File: src/rtl/mbist_engine.sv
// March-style memory BIST engine: drives a synchronous single-port RAM through
// MATS+, March C- or checkerboard sequences and compares the read-back data.
module mbist_engine #(
  parameter int ADDR_WIDTH    = 10,
  parameter int DATA_WIDTH    = 32,
  parameter int RD_LATENCY    = 1,
  parameter int ERR_CNT_WIDTH = 16
) (
  input  logic                     clk,
  input  logic                     rst_n,
  input  logic                     bist_start,
  input  logic                     bist_abort,
  input  logic [1:0]               algo_sel,
  output logic                     bist_busy,
  output logic                     bist_done,
  output logic                     bist_pass,
  output logic [ERR_CNT_WIDTH-1:0] error_count,
  output logic [ADDR_WIDTH-1:0]    fail_addr,
  output logic [DATA_WIDTH-1:0]    fail_syndrome,
  output logic                     mem_en,
  output logic                     mem_we,
  output logic [ADDR_WIDTH-1:0]    mem_addr,
  output logic [DATA_WIDTH-1:0]    mem_wdata,
  input  logic [DATA_WIDTH-1:0]    mem_rdata
);

  typedef enum logic [1:0] {IDLE, RUN, DRAIN, DONE} state_t;
  // op code = {write, data code}; data code 0/1 = all-zeros/ones, 2/3 = P/~P
  typedef struct packed {
    logic       two;
    logic [2:0] op0;
    logic [2:0] op1;
  } elem_t;

  localparam logic [2:0] R0 = 3'b000, R1 = 3'b001, RP = 3'b010, RN = 3'b011;
  localparam logic [2:0] W0 = 3'b100, W1 = 3'b101, WP = 3'b110, WN = 3'b111;
  localparam logic [2:0] DRAIN_LAST = 3'(RD_LATENCY - 1);

  function automatic elem_t elem_dec(input logic [1:0] algo, input logic [2:0] idx);
    elem_t e;
    case (algo)
      2'd0: case (idx)
        3'd0:    e = {1'b0, W0, W0};
        3'd1:    e = {1'b1, R0, W1};
        default: e = {1'b1, R1, W0};
      endcase
      2'd2: case (idx)
        3'd0:    e = {1'b0, WP, WP};
        3'd1:    e = {1'b0, RP, RP};
        3'd2:    e = {1'b0, WN, WN};
        default: e = {1'b0, RN, RN};
      endcase
      default: case (idx)
        3'd0:    e = {1'b0, W0, W0};
        3'd1:    e = {1'b1, R0, W1};
        3'd2:    e = {1'b1, R1, W0};
        3'd3:    e = {1'b1, R0, W1};
        3'd4:    e = {1'b1, R1, W0};
        default: e = {1'b0, R0, R0};
      endcase
    endcase
    return e;
  endfunction

  function automatic logic elem_down(input logic [1:0] algo, input logic [2:0] idx);
    case (algo)
      2'd0:    return idx == 3'd2;
      2'd2:    return 1'b0;
      default: return idx >= 3'd3;
    endcase
  endfunction

  function automatic logic [2:0] last_elem(input logic [1:0] algo);
    case (algo)
      2'd0:    return 3'd2;
      2'd2:    return 3'd3;
      default: return 3'd5;
    endcase
  endfunction

  state_t                  state_reg;
  logic [1:0]              algo_reg;
  logic [2:0]              elem_reg;
  logic                    opi_reg;
  logic [ADDR_WIDTH-1:0]   addr_reg;
  logic                    last_reg;
  logic [2:0]              drain_cnt_reg;

  logic                    pipe_vld_reg  [RD_LATENCY];
  logic [ADDR_WIDTH-1:0]   pipe_addr_reg [RD_LATENCY];
  logic [DATA_WIDTH-1:0]   pipe_exp_reg  [RD_LATENCY];

  logic                    accept, abort_hit, issue, mismatch;
  logic [1:0]              algo_cur;
  logic [2:0]              elem_cur, elem_next;
  logic                    opi_cur, opi_next;
  logic [ADDR_WIDTH-1:0]   addr_cur, addr_next;
  elem_t                   e_cur;
  logic [2:0]              op_cur;
  logic                    addr_last, op_last, is_final;
  logic [DATA_WIDTH-1:0]   wdata_cur, pat_even;

  // pat_even is the 0x55 pattern used at even addresses
  for (genvar gi = 0; gi < DATA_WIDTH; gi++) begin : g_pat
    assign pat_even[gi] = ((gi % 2) == 0);
  end

  always_comb begin
    accept    = bist_start && (state_reg == IDLE || state_reg == DONE);
    abort_hit = bist_abort && (state_reg == RUN || state_reg == DRAIN);
    issue     = accept || (state_reg == RUN && !last_reg && !abort_hit);
    // An accepted start issues the first op at the same edge, before the regs are loaded
    algo_cur  = accept ? algo_sel : algo_reg;
    elem_cur  = accept ? 3'd0 : elem_reg;
    opi_cur   = accept ? 1'b0 : opi_reg;
    addr_cur  = accept ? '0 : addr_reg;
    e_cur     = elem_dec(algo_cur, elem_cur);
    op_cur    = opi_cur ? e_cur.op1 : e_cur.op0;
    addr_last = elem_down(algo_cur, elem_cur) ? (addr_cur == '0) : (addr_cur == '1);
    op_last   = (opi_cur == e_cur.two);
    is_final  = op_last && addr_last && (elem_cur == last_elem(algo_cur));
    elem_next = elem_cur;
    opi_next  = 1'b1;
    addr_next = addr_cur;
    if (op_last) begin
      opi_next = 1'b0;
      if (addr_last) begin
        elem_next = elem_cur + 3'd1;
        addr_next = elem_down(algo_cur, elem_next) ? '1 : '0;
      end else begin
        addr_next = elem_down(algo_cur, elem_cur) ? addr_cur - ADDR_WIDTH'(1)
                                                  : addr_cur + ADDR_WIDTH'(1);
      end
    end
    case (op_cur[1:0])
      2'd0:    wdata_cur = '0;
      2'd1:    wdata_cur = '1;
      2'd2:    wdata_cur = addr_cur[0] ? ~pat_even : pat_even;
      default: wdata_cur = addr_cur[0] ? pat_even : ~pat_even;
    endcase
    mismatch = pipe_vld_reg[RD_LATENCY-1]
            && (mem_rdata != pipe_exp_reg[RD_LATENCY-1])
            && (state_reg == RUN || state_reg == DRAIN);
  end

  // Read ops carry their address and expected data (driven on mem_wdata) down the pipe
  always_ff @(posedge clk or negedge rst_n) begin
    if (!rst_n) begin
      for (int i = 0; i < RD_LATENCY; i++) begin
        pipe_vld_reg[i]  <= 1'b0;
        pipe_addr_reg[i] <= '0;
        pipe_exp_reg[i]  <= '0;
      end
    end else begin
      pipe_vld_reg[0]  <= mem_en && !mem_we && !abort_hit;
      pipe_addr_reg[0] <= mem_addr;
      pipe_exp_reg[0]  <= mem_wdata;
      for (int i = RD_LATENCY - 1; i > 0; i--) begin
        pipe_vld_reg[i]  <= pipe_vld_reg[i-1] && !abort_hit;
        pipe_addr_reg[i] <= pipe_addr_reg[i-1];
        pipe_exp_reg[i]  <= pipe_exp_reg[i-1];
      end
    end
  end

  always_ff @(posedge clk or negedge rst_n) begin
    if (!rst_n) begin
      state_reg     <= IDLE;
      algo_reg      <= 2'd0;
      elem_reg      <= 3'd0;
      opi_reg       <= 1'b0;
      addr_reg      <= '0;
      last_reg      <= 1'b0;
      drain_cnt_reg <= 3'd0;
      bist_busy     <= 1'b0;
      bist_done     <= 1'b0;
      bist_pass     <= 1'b0;
      error_count   <= '0;
      fail_addr     <= '0;
      fail_syndrome <= '0;
      mem_en        <= 1'b0;
      mem_we        <= 1'b0;
      mem_addr      <= '0;
      mem_wdata     <= '0;
    end else begin
      mem_en <= issue;
      mem_we <= issue && op_cur[2];
      if (issue) begin
        mem_addr  <= addr_cur;
        mem_wdata <= wdata_cur;
        elem_reg  <= elem_next;
        opi_reg   <= opi_next;
        addr_reg  <= addr_next;
        last_reg  <= is_final;
      end
      if (mismatch && !abort_hit) begin
        if (error_count != {ERR_CNT_WIDTH{1'b1}})
          error_count <= error_count + ERR_CNT_WIDTH'(1);
        if (error_count == '0) begin
          fail_addr     <= pipe_addr_reg[RD_LATENCY-1];
          fail_syndrome <= mem_rdata ^ pipe_exp_reg[RD_LATENCY-1];
        end
      end
      case (state_reg)
        IDLE, DONE: if (accept) begin
          state_reg     <= RUN;
          algo_reg      <= algo_sel;
          bist_busy     <= 1'b1;
          bist_done     <= 1'b0;
          bist_pass     <= 1'b0;
          error_count   <= '0;
          fail_addr     <= '0;
          fail_syndrome <= '0;
        end
        RUN: if (abort_hit) begin
          state_reg <= DONE;
          bist_busy <= 1'b0;
          bist_done <= 1'b1;
          bist_pass <= 1'b0;
        end else if (last_reg) begin
          state_reg     <= DRAIN;
          drain_cnt_reg <= 3'd0;
        end
        DRAIN: if (abort_hit) begin
          state_reg <= DONE;
          bist_busy <= 1'b0;
          bist_done <= 1'b1;
          bist_pass <= 1'b0;
        end else if (drain_cnt_reg == DRAIN_LAST) begin
          // The final compare lands on this edge, so fold it into the verdict
          state_reg <= DONE;
          bist_busy <= 1'b0;
          bist_done <= 1'b1;
          bist_pass <= (error_count == '0) && !mismatch;
        end else begin
          drain_cnt_reg <= drain_cnt_reg + 3'd1;
        end
        default: state_reg <= IDLE;
      endcase
    end
  end

endmodule

File: config.mk
export PLATFORM = sky130hd
export DESIGN_NAME = mbist_engine
export DESIGN_NICKNAME = d
export VERILOG_FILES = /design/src/rtl/mbist_engine.sv
export SDC_FILE = /design/constraint.sdc
export NUM_CORES = 1
export LEC_CHECK = 0
export BUFFER_PORTS_ARGS = -buffer_cell sky130_fd_sc_hd__buf_2
export CAP_MARGIN = 15
export CORE_UTILIZATION = 50
export CTS_BUF_LIST = sky130_fd_sc_hd__clkbuf_16
export DETAILED_ROUTE_END_ITERATION = 10
export PLACE_DENSITY = 0.78
export RECOVER_POWER = 25
export SETUP_SLACK_MARGIN = 0.1
export SYNTH_ARGS = -nofsm -noshare
export SYNTH_HDL_FRONTEND = slang
export SYNTH_SLANG_ARGS = --single-unit
File: constraint.sdc
create_clock -name clk -period 6.8 [get_ports clk]
set_clock_uncertainty 0.15 [all_clocks]
set_input_delay 1.36 -clock clk [delete_from_list [all_inputs] [get_ports clk]]
set_output_delay 1.36 -clock clk [all_outputs]
set_load 0.005 [all_outputs]
Yosys cells after proc, flatten, opt, wreduce, memory -nomap -nowiden. Index checks and enable logic that the tools add are counted. W data, S select, Z words.

Reductions and logical operators: 34. Magnitude comparators: 2. Add/subtract/negate cells: 5. Equality and inequality tests: 24. Bitwise logic cells: 1. Mux-type cells: 63.

Operators by type and width (number): $mux W32 (6); $pmux W32 S3 (1); $mux W10 (9); $mux W16 (4); $ne A32 B32 Y1 (1); $xor A32 B32 Y32 (1); $pmux W7 S2 (2); $mux W3 (8); $pmux W7 S3 (1); $pmux W6 S3 (1); $mux W1 (17); $add A16 B1 Y16 const B (1); $logic_not A16 Y1 (1); $ne A16 B16 Y1 const B (1); $logic_and A1 B1 Y1 (13); $mux W2 (6); $ne A2 B2 Y1 const B (6); $pmux W3 S2 (2); $add A10 B1 Y10 const B (1); $eq A10 B10 Y1 const B (1); $logic_not A10 Y1 (1); $sub A10 B1 Y10 const B (1); $eq A3 B2 Y1 const B (3); $pmux W1 S3 (3); other kinds (20) (38).

Output and inout bits: 105. Input port bits: 38. Flip-flop bits (word level): 170.

Depth between registers and ports, before layout. Gate-level depths: netlist of the first run.

Depth after elaboration: 13. Gate-level depth with buffers: 21. Depth with buffers taken out: 17.

Worst setup path before layout of the first run. Ideal clock, no wire load.

Kind: input to register. From: in bist_start. To: reg addr_reg[8]. Arrival: 5.138 ns. Path slack: 1.427 ns. Cell stages on the path: 19. Path buffers: 4. Required time: 6.564 ns. Cell sequence: buf_4 > nand2_1 > clkbuf_1 > buf_1 > clkbuf_1 > and3_1 > inv_1 > ha_1 > o21ai_4 > inv_4 > fa_1 > nor2b_1 > a2bb2oi_1 > o21ai_1 > or4_1 > o211ai_1 > a32oi_1 > mux2_4 > o221ai_2.

Word-level cells in the longest chain between the ends: 10. Elaborated cells on any way between the ends: 38. Classes of those cells: add/sub (3); order compare (2); eq/ne (8); mux (18); reduce/logical (7).

RTL lines: from (decl) (RTL line 11) `input logic bist_start,`; $logic_and A1 B1 Y1 (*) (RTL line 109) `accept = bist_start && (state_reg == IDLE || state_reg == DONE);`; $mux W3 (RTL line 114) `elem_cur = accept ? 3'd0 : elem_reg;`; $add A3 B1 Y3 (RTL line 128) `elem_next = elem_cur + 3'd1;`; $ge A3 B2 Y1 / $eq A3 B2 Y1 (equally long branches) (RTL line 69, 67); $pmux W1 S2 (RTL line 66) `case (algo)`; $mux W1 (RTL line 127) `if (addr_last) begin`; $mux W1 (RTL line 125) `if (op_last) begin`; $mux W10 (RTL line 129) `addr_next = elem_down(algo_cur, elem_next) ? '1 : '0;`; $mux W10 (RTL line 127); $mux W10 (RTL line 125); to (signal assigned) (RTL line 193) `addr_reg <= addr_next;`; to (decl) (RTL line 85) `logic [ADDR_WIDTH-1:0] addr_reg;`.

Mark *: on every way between the ends. The rest lies on a longest branch, timed or not. The select of a mux whose other input is x is not followed. A chain may end at the register's enable or synchronous reset.

Final worst setup path of the first run. Same ends and word-level chain as after synthesis.

==> impl_metrics.toml, run 1 <==
[cells_and_area]
largest_reg_flops = 32
drive_gt1_share_pct = 19.7
nNetsFinal = 856
utilization_pct = 58.0
final_area_um2 = 7350
area_growth_pct = 12.6
antenna_cells = 0
top_regs = "fail_syndrome x32, error_count x16"
top_register = "fail_syndrome"
fillers = 1153

[timing]
slew_headroom_pct = -19.8
rsz0062_at_grt = "no"
final_max_slew_viol_count = 35
fmax_ghz = 0.206
setup_violations = 0
finalCritPeriodShare_pct = 71.3
fin_setup_tns_ps = 0
worst_slew_pin_slew_ps = 1800
final_hold_viol_count = 0
min_period_ps = 4850

[yosys]
synth_area_um2 = 6530
seq_area_frac_synth_pct = 42.2
syn_inst = 718
ys_warn_count = 0
synth_fp_nets = 770
syn_avg_cell_area_um2 = 9.09
synth.distinct_cells = 76
synthArstFlopShare_pct = 100
synth_edf_count = 0
synth_ff_type = "dfrtp_1"
synth_seq_cells = 110

[routing]
route.met3.wl_um = 1020
routed_wirelength_um = 15500
post-route-drc-count = 0
routed.top_layer = "met4"
wl_per_cell_um = 15.8
antenna_left = 0
dr.first_iter.drc_count = 413
num_vias = 5589
drt-met1-wl_um = 7050
vias_per_cell = 5.70
wl_met2_um = 7300
first_pass_iters = 4

[floorplanning]
rows = 41
initial_core_util_pct = 51.5
die_w_um = 116
ioPinCount = 143
core_area_um2 = 12700
fp.dieH_um = 116
dieArea_um2 = 13500

[status]
violations = "capacitance limit, slew limit"
status = "finished with violations"

[critical_path]
crit_path_end_kind = "register"
cp.required_ps = 6920
crit_path_start = "bist_start"
crit_path_max_fanout = 15
crit_buf_inv = 3
reg2reg_depth = 15
crit_chain = "buf_2 -> nand2_1 -> and3_1 -> inv_1 -> ha_1 -> o21ai_4 -> inv_4 -> fa_1 -> nor2b_1 -> a2bb2oi_1 -> o21ai_1 -> or4_1 -> o211ai_1 -> a32oi_1 -> mux2_4 -> o221ai_2"
rr_startpoint = "state_reg[0]"
path_class = "in -> reg"
cpLargestDelayFamily = "simple AND/OR/NAND/NOR gates"
critPathLaunchType = "input port"
cp_data_arrival_time_ps = 4970
critPathMaxStageDelay_ps = 510
cpMaxStageDelayCell = "or4_1"
worst-path-stages = 16

[clock_tree]
cts_setup_buffers = 0
cts_tree = "done"
htree_levels = 3
cts_inserted_buffers = 9
clockBufferDepth = 2
clockRootBuffer = "clkbuf_16"
clk_latency_ps = 350
path_clk_slew_ps = 70
cts-hold-fix-buffers = 0
numClockSinks = 110
cts-resized-gates = 0

[power_and_ir_drop]
swShare_pct = 43.0
clkPwrFrac_pct = 17.7
internal-power_mw = 1.72
power_frac_comb_pct = 46.5
p_leak_nw = 3.31
p_per_area_nw_per_um2 = 411
switchingPower_mw = 1.30
vdd_ir_drop_max_mv = 0.268
seqPwrFrac_pct = 35.8
power.total_mw = 3.02

[place]
dp_hpwl_um = 11100
port-buffer-count = 142
gp_congestion = 0.909
dpl_cell_area_um2 = 7090

[global_route]
antenna_found_initial = 0
globalRouteTotalUtil_pct = 23.3
grt_max_degree = 80
grt_pass1_wl_um = 24600
grt_remaining_overflow = 0
grt_pass1_vias = 5023

[worst_hold_path]
hold_path.class = "reg -> reg"
hold_depth = 0
hp-start = "mem_addr[6]"

[job]
cap_violations = 1
## kinds of logic (layout without fill, tap and decap cells)
logic type | Yosys count | in the layout | share of synthesized area (%)
simple gates | 254 | 254 | 18.2
compound gates | 168 | 168 | 18.5
flops | 110 | 110 | 42.2
buf+inv | 101 | 192 | 8.05
xor+xnor | 46 | 46 | 6.29
mux | 25 | 25 | 3.97
fa+ha+maj | 14 | 14 | 2.80
## power groups by stage
stage	registers, mW	clock network (mW)	logic (mW)
finish	1.08	0.536	1.41
global route	1.11	0.575	1.57
CTS	1.08	0.548	1.43
detailed placement	1.09	0	1.42
global placement	1.08	0	1.41
floorplan	1.02	0	1.14
## stage by stage
stage	setup slack, ps	hold slack [ps]	std cells
2_1_floorplan	1430	246	718
3_3_place_gp	1690	230	965
3_5_place_dp	1630	245	965
4_1_cts	1980	262	981
5_1_grt	1640	278	981
6_report	1950	257	981
## final cells by class
cell class | instances | area, µm² | share of cell area (%)
Clock buffer | 9 | 225 | 3.06
Clock inverter | 7 | 78.8 | 1.07
Inverter | 29 | 111 | 1.52
Multi-Input combinational cell | 507 | 3250 | 44.3
Sequential cell | 110 | 2750 | 37.5
Tap cell | 172 | 215 | 2.93
Timing Repair Buffer | 147 | 711 | 9.67
## routing by layer
layer	global-route usage [%]	vias to the layer above
li1	-	2701
met1	30.8	2671
met3	4.98	10
met2	39.1	207
met5	0	-
met4	5.56	0
## worst paths after layout
path	slack [ps]	end
worst max-delay path	1950	addr_reg[8]
worst min-delay path	260	pipe_addr_reg[6]
worst max register to register	2050	addr_reg[8]
worst min register to register	260	pipe_addr_reg[6]
max in group asynchronous	3370	addr_reg[3]
min in group asynchronous	1340	error_count[11]
## cell usage after synthesis, drive strengths merged, types with 15 or more instances
cell / n / area, µm²
nor2: 91 / 342
inv: 29 / 111
xnor2: 43 / 377
o21ai: 29 / 164
buf: 45 / 313
nor3: 22 / 110
a211oi: 37 / 283
nand4: 15 / 93.8
clkbuf: 27 / 101
mux2i: 21 / 210
dfrtp: 110 / 2750
nand2: 67 / 251
a21oi: 37 / 185
## cells in the final DEF, fill, tap and decap left out, types with 4 or more instances in the layout
| cell | instances |
|---|---|
| nor2_1 | 90 |
| xnor2_1 | 43 |
| nor4_1 | 4 |
| o21a_1 | 5 |
| o21ai_1 | 4 |
| nor3_1 | 22 |
| o21ai_0 | 22 |
| a32oi_1 | 5 |
| a31oi_1 | 8 |
| buf_4 | 5 |
| nand4_1 | 15 |
| dfrtp_1 | 110 |
| buf_2 | 112 |
| a21oi_1 | 37 |
| nand3_1 | 14 |
| mux2i_1 | 21 |
| clkbuf_1 | 30 |
| inv_1 | 27 |
| and3_1 | 5 |
| nand2_1 | 67 |
| nand2b_1 | 4 |
| or4_1 | 8 |
| nor2b_1 | 4 |
| ha_1 | 13 |
| a211oi_1 | 36 |
| clkbuf_16 | 9 |
| or3_1 | 5 |
| o211ai_1 | 5 |
(Power assumes the default switching activity.)
==> inputs of run 2 (changes only) <==
==> constraint.sdc (replaced) <==
create_clock -name clk -period 4.99 [get_ports clk]
set_clock_uncertainty 0.15 [all_clocks]
set_input_delay 0.998 -clock clk [delete_from_list [all_inputs] [get_ports clk]]
set_output_delay 0.998 -clock clk [all_outputs]
set_load 0.005 [all_outputs]
==> impl_metrics.toml, run 2 (synthesis gave the netlist of run 1 again) <==
[critical_path]
critPathLaunchType = "register"
critPathMaxStageDelay_ps = 510
r2r_end = "addr_reg[8]"
cp_data_arrival_time_ps = 4500
cp.required_ps = 5110
crit_path_end_kind = "register"
crit_path_max_fanout = 15
path_class = "reg -> reg"
r2r_slack_ps = 610
crit_path_frequent_cell = "ha_1"
crit_chain = "inv_1 -> ha_1 -> clkbuf_1 -> a21bo_2 -> and2_4 -> o21ai_2 -> ha_1 -> nor2b_1 -> a2bb2oi_1 -> o21ai_1 -> or4_1 -> o211ai_1 -> a32oi_1 -> mux2_4 -> o221ai_2"
reg2reg_depth = 15
cpMaxStageDelayCell = "clkbuf_1"
rr_startpoint = "state_reg[0]"

[cells_and_area]
fillers = 1162
largest_reg_flops = 32
final_area_um2 = 7410
top_register = "fail_syndrome"
multi_input_area_um2 = 3260
final_cell_mix = "buf_2 (141), dfrtp_1 (110), nor2_1 (90), nand2_1 (67), xnor2_1 (43)"
finalNonFillerCells = 987
antenna_cells = 0
nNetsFinal = 863
top_regs = "fail_syndrome x32, error_count x16"
seqCellArea_um2 = 2750
area_growth_pct = 13.6
drive_gt1_share_pct = 23.6
layout_commonest_cell = "buf_2"

[clock_tree]
path_clk_slew_ps = 70
cts-resized-gates = 0
cts_inserted_buffers = 9
cts_setup_buffers = 0
clk_latency_ps = 360
clockBufferDepth = 2
cts-hold-fix-buffers = 0
htree_levels = 3
cts_tree = "done"
numClockSinks = 110
clockRootBuffer = "clkbuf_16"

[timing]
fmax_ghz = 0.228
worst_slew_pin_slew_ps = 1800
final_max_slew_viol_count = 67
final_hold_viol_count = 0
finalCritPeriodShare_pct = 87.8
fin_setup_tns_ps = 0
min_period_ps = 4380
rsz0062_at_grt = "no"
slew_headroom_pct = -19.8
fin_ws_ps = 607
setup_violations = 0

[global_route]
top_usage_layer = "met2"
grt_use_met1_pct = 32.0
grt_max_degree = 75
grt_remaining_overflow = 0
grt_pass1_vias = 5060
globalRouteTotalUtil_pct = 24.3
use_met3_pct = 3.68
grt_pass1_wl_um = 25500
grtUsageMet2_pct = 41.2
antenna_found_initial = 0

[power_and_ir_drop]
power.total_mw = 4.19
vdd_ir_drop_max_mv = 0.258
p_per_area_nw_per_um2 = 565
p_leak_nw = 3.45

[floorplanning]
fp.dieH_um = 116
die_w_um = 116
ioPinCount = 143
core_area_um2 = 12700
dieArea_um2 = 13500
rows = 41
initial_core_util_pct = 51.5

[routing]
post-route-drc-count = 0
routed_wirelength_um = 16100
num_vias = 5686
first_pass_iters = 5
vias_per_cell = 5.76
antenna_left = 0
dr.first_iter.drc_count = 579
wl_per_cell_um = 16.3

[place]
port-buffer-count = 142
place_worst_setup_slack_ps = 421
dpl_cell_area_um2 = 7140
dp_hpwl_um = 11700
gp_congestion = 0.972
placed_cells = 972

[worst_hold_path]
hold_path.class = "reg -> reg"
hold_depth = 0
holdPathEnd = "pipe_addr_reg[6]"
hp-start = "mem_addr[6]"

[status]
violations = "capacitance limit, slew limit"
status = "finished with violations"

[job]
cap_violations = 2
## run 2: cell types whose count changed in the layout (fill, tap and decap cells not counted), sizes merged
cell,before,now
clkinv,3,1
clkbuf,39,13
buf,117,150
inv,32,31
clkinvlp,0,2
## run 2: cell type report
cell class | instances | area share [%]
Tap cell | 172 | 2.90
Inverter | 29 | 1.50
Sequential cell | 110 | 37.1
Multi-Input combinational cell | 507 | 43.9
Timing Repair Buffer | 154 | 10.6
Clock buffer | 9 | 3.04
Clock inverter | 6 | 0.844
## run 2: worst max-delay path, delay by kind of cell (launching register included)
kind | cells | cell delay, ps
AO/OA/AOI/OAI | 7 | 1080
AND/OR/NAND/NOR | 3 | 970
adder cells (fa/ha/maj) | 2 | 840
buffers and inverters | 2 | 570
flip-flops | 1 | 380
multiplexers | 1 | 320
## run 2: metal layers
metal  part of all wire, %  vias up
met1                    45     2741
met2                    47      215
li1                      -     2711
met3                   6.6       19
met5                     0        -
met4                   1.4        0
## run 2: worst max-delay path by stage
stage / cells after the start / startpoint / to
2_1_floorplan: 19 / bist_start / addr_reg[8]
3_3_place_gp: 15 / bist_start / addr_reg[8]
3_5_place_dp: 15 / bist_start / addr_reg[8]
4_1_cts: 16 / state_reg[0] / addr_reg[8]
5_1_grt: 15 / state_reg[0] / addr_reg[9]
6_report: 15 / state_reg[0] / addr_reg[8]
## run 2: through the flow
stage	util, %	hold slack (ps)
after floorplan	-	246
after global placement	56.3	246
after detailed placement	56.3	249
after CTS	58.6	262
after global routing	58.5	277
final	58.5	258
## run 2: power breakdown
group          switching, mW  internal, mW  leakage (nW)
clock network          0.323         0.386         0.139
logic                   1.18         0.830          1.86
registers              0.288          1.18          1.45
total                   1.79          2.40          3.45
==> inputs of run 3 (changes only) <==
--- a/config.mk
+++ b/config.mk
@@ -6,12 +6,11 @@
 export NUM_CORES = 1
 export LEC_CHECK = 0
 export BUFFER_PORTS_ARGS = -buffer_cell sky130_fd_sc_hd__buf_2
-export CAP_MARGIN = 15
 export CORE_UTILIZATION = 50
 export CTS_BUF_LIST = sky130_fd_sc_hd__clkbuf_16
 export DETAILED_ROUTE_END_ITERATION = 10
 export PLACE_DENSITY = 0.78
-export RECOVER_POWER = 25
+export REMOVE_ABC_BUFFERS = 1
 export SETUP_SLACK_MARGIN = 0.1
 export SYNTH_ARGS = -nofsm -noshare
 export SYNTH_HDL_FRONTEND = slang
==> impl_metrics.toml, run 3 (synthesis gave the netlist of run 1 again) <==
[place]
port-buffer-count = 142
dp_hpwl_um = 11000
placed_cells = 972
gp_congestion = 0.897

[floorplanning]
core_area_um2 = 12700
die_w_um = 116
ioPinCount = 143
dieArea_um2 = 13500
initial_core_util_pct = 51.5
fp.dieH_um = 116
rows = 41

[global_route]
antenna_found_initial = 0
grt_remaining_overflow = 0
grt_pass1_vias = 4880
grt_max_degree = 75
globalRouteTotalUtil_pct = 23.0
grt_pass1_wl_um = 24600

[cells_and_area]
top_regs = "fail_syndrome x32, error_count x16"
largest_reg_flops = 32
finalNonFillerCells = 988
top_register = "fail_syndrome"
layout_commonest_cell = "buf_2"
antenna_cells = 0
nNetsFinal = 863
final_cell_mix = "buf_2 (141), dfrtp_1 (110), nor2_1 (90), nand2_1 (67), xnor2_1 (43)"
area_growth_pct = 14.1
fillers = 1128
drive_gt1_share_pct = 23.7

[critical_path]
critPathLaunchType = "register"
cp.required_ps = 5100
crit_path_end_kind = "register"
reg2reg_depth = 16
crit_path_max_fanout = 10
path_class = "reg -> reg"
cp_data_arrival_time_ps = 4360

[power_and_ir_drop]
p_per_area_nw_per_um2 = 559
p_leak_nw = 3.48
vdd_ir_drop_max_mv = 0.360

[clock_tree]
clk_latency_ps = 350
path_clk_slew_ps = 70
cts-resized-gates = 0
cts-hold-fix-buffers = 0
htree_levels = 3
cts_setup_buffers = 0
numClockSinks = 110
clockRootBuffer = "clkbuf_16"
cts_inserted_buffers = 9
cts_tree = "done"
clockBufferDepth = 2

[timing]
worst_slew_pin_slew_ps = 962
rsz0062_at_grt = "no"
fin_setup_tns_ps = 0
setup_violations = 0
finalCritPeriodShare_pct = 85.2
slew_headroom_pct = 35.6
final_hold_viol_count = 0
final_max_slew_viol_count = 0
fmax_ghz = 0.235
min_period_ps = 4250

[worst_hold_path]
hold_path.class = "reg -> reg"
hold_depth = 0

[routing]
routed_wirelength_um = 15300
first_pass_iters = 5
dr.first_iter.drc_count = 536
antenna_left = 0
num_vias = 5536
wl_per_cell_um = 15.5
vias_per_cell = 5.60
post-route-drc-count = 0

[status]
status = "complete, no violations"

[job]
cap_violations = 0
[run 3: cell types whose count changed in the layout (fill, tap and decap cells not counted), sizes merged]
cell      previous run  this run
buf                150       154
clkbuf              13         9
clkinv               1         4
clkinvlp             2         0
bufinv               1         2
inv                 31        30
[run 3: final cells by class]
| class | count | area, µm² | share of cell area [%] |
|---|---|---|---|
| multi-input combinational | 507 | 3260 | 43.7 |
| sequential | 110 | 2750 | 37.0 |
| timing repair buffer | 154 | 803 | 10.8 |
| clock buffer | 9 | 225 | 3.03 |
| tap | 172 | 215 | 2.89 |
| inverter | 29 | 111 | 1.50 |
| clock inverter | 7 | 80.1 | 1.08 |
[run 3: critical path, cell delays in order, from the launching register on]
cell	delay, ps
dfrtp_1	380
inv_1	50
ha_1	500
nand2_1	230
and2_1	230
ha_1	240
o211ai_2	140
o21ai_2	160
ha_1	360
nor2b_1	230
a2bb2oi_1	180
o21ai_1	150
or4_1	500
o211ai_1	90
a32oi_1	100
mux2_4	320
o221ai_2	150
[run 3: final timing paths]
path                                          to         start  slack (ps)
worst max-delay path                 addr_reg[8]  state_reg[0]         740
worst min-delay path            pipe_addr_reg[7]   mem_addr[7]         250
worst max register to register       addr_reg[8]  state_reg[0]         740
worst min register to register  pipe_addr_reg[7]   mem_addr[7]         250
max in group asynchronous            mem_addr[0]         rst_n        3260
min in group asynchronous        error_count[15]         rst_n         590
[run 3: routing by layer]
metal  share of wire [%]  vias up  track usage (%)  wire length (µm)
li1                    -     2707                -                 -
met5                   0        -                0                 0
met3                 6.5       15             4.05               999
met2                  46      204             35.7              7060
met1                  46     2610             32.9              7090
met4                 1.1        0             6.84               167
[run 3: power breakdown]
part | switching (mW) | internal [mW]
Combinational | 1.14 | 0.814
Clock | 0.309 | 0.432
Sequential | 0.286 | 1.18
Total | 1.73 | 2.43
[run 3: through the flow]
stage                     power, mW  setup slack, ps  util [%]  hold WS [ps]  area (µm²)
after floorplan                2.68              211         -           246        6110
after global placement         3.40              543      56.3           229        7140
after detailed placement       3.42              447      56.3           238        7140
after CTS                      4.17              769      58.8           252        7440
after global routing           4.48              479      58.8           266        7440
final                          4.16              740      58.8           249        7440
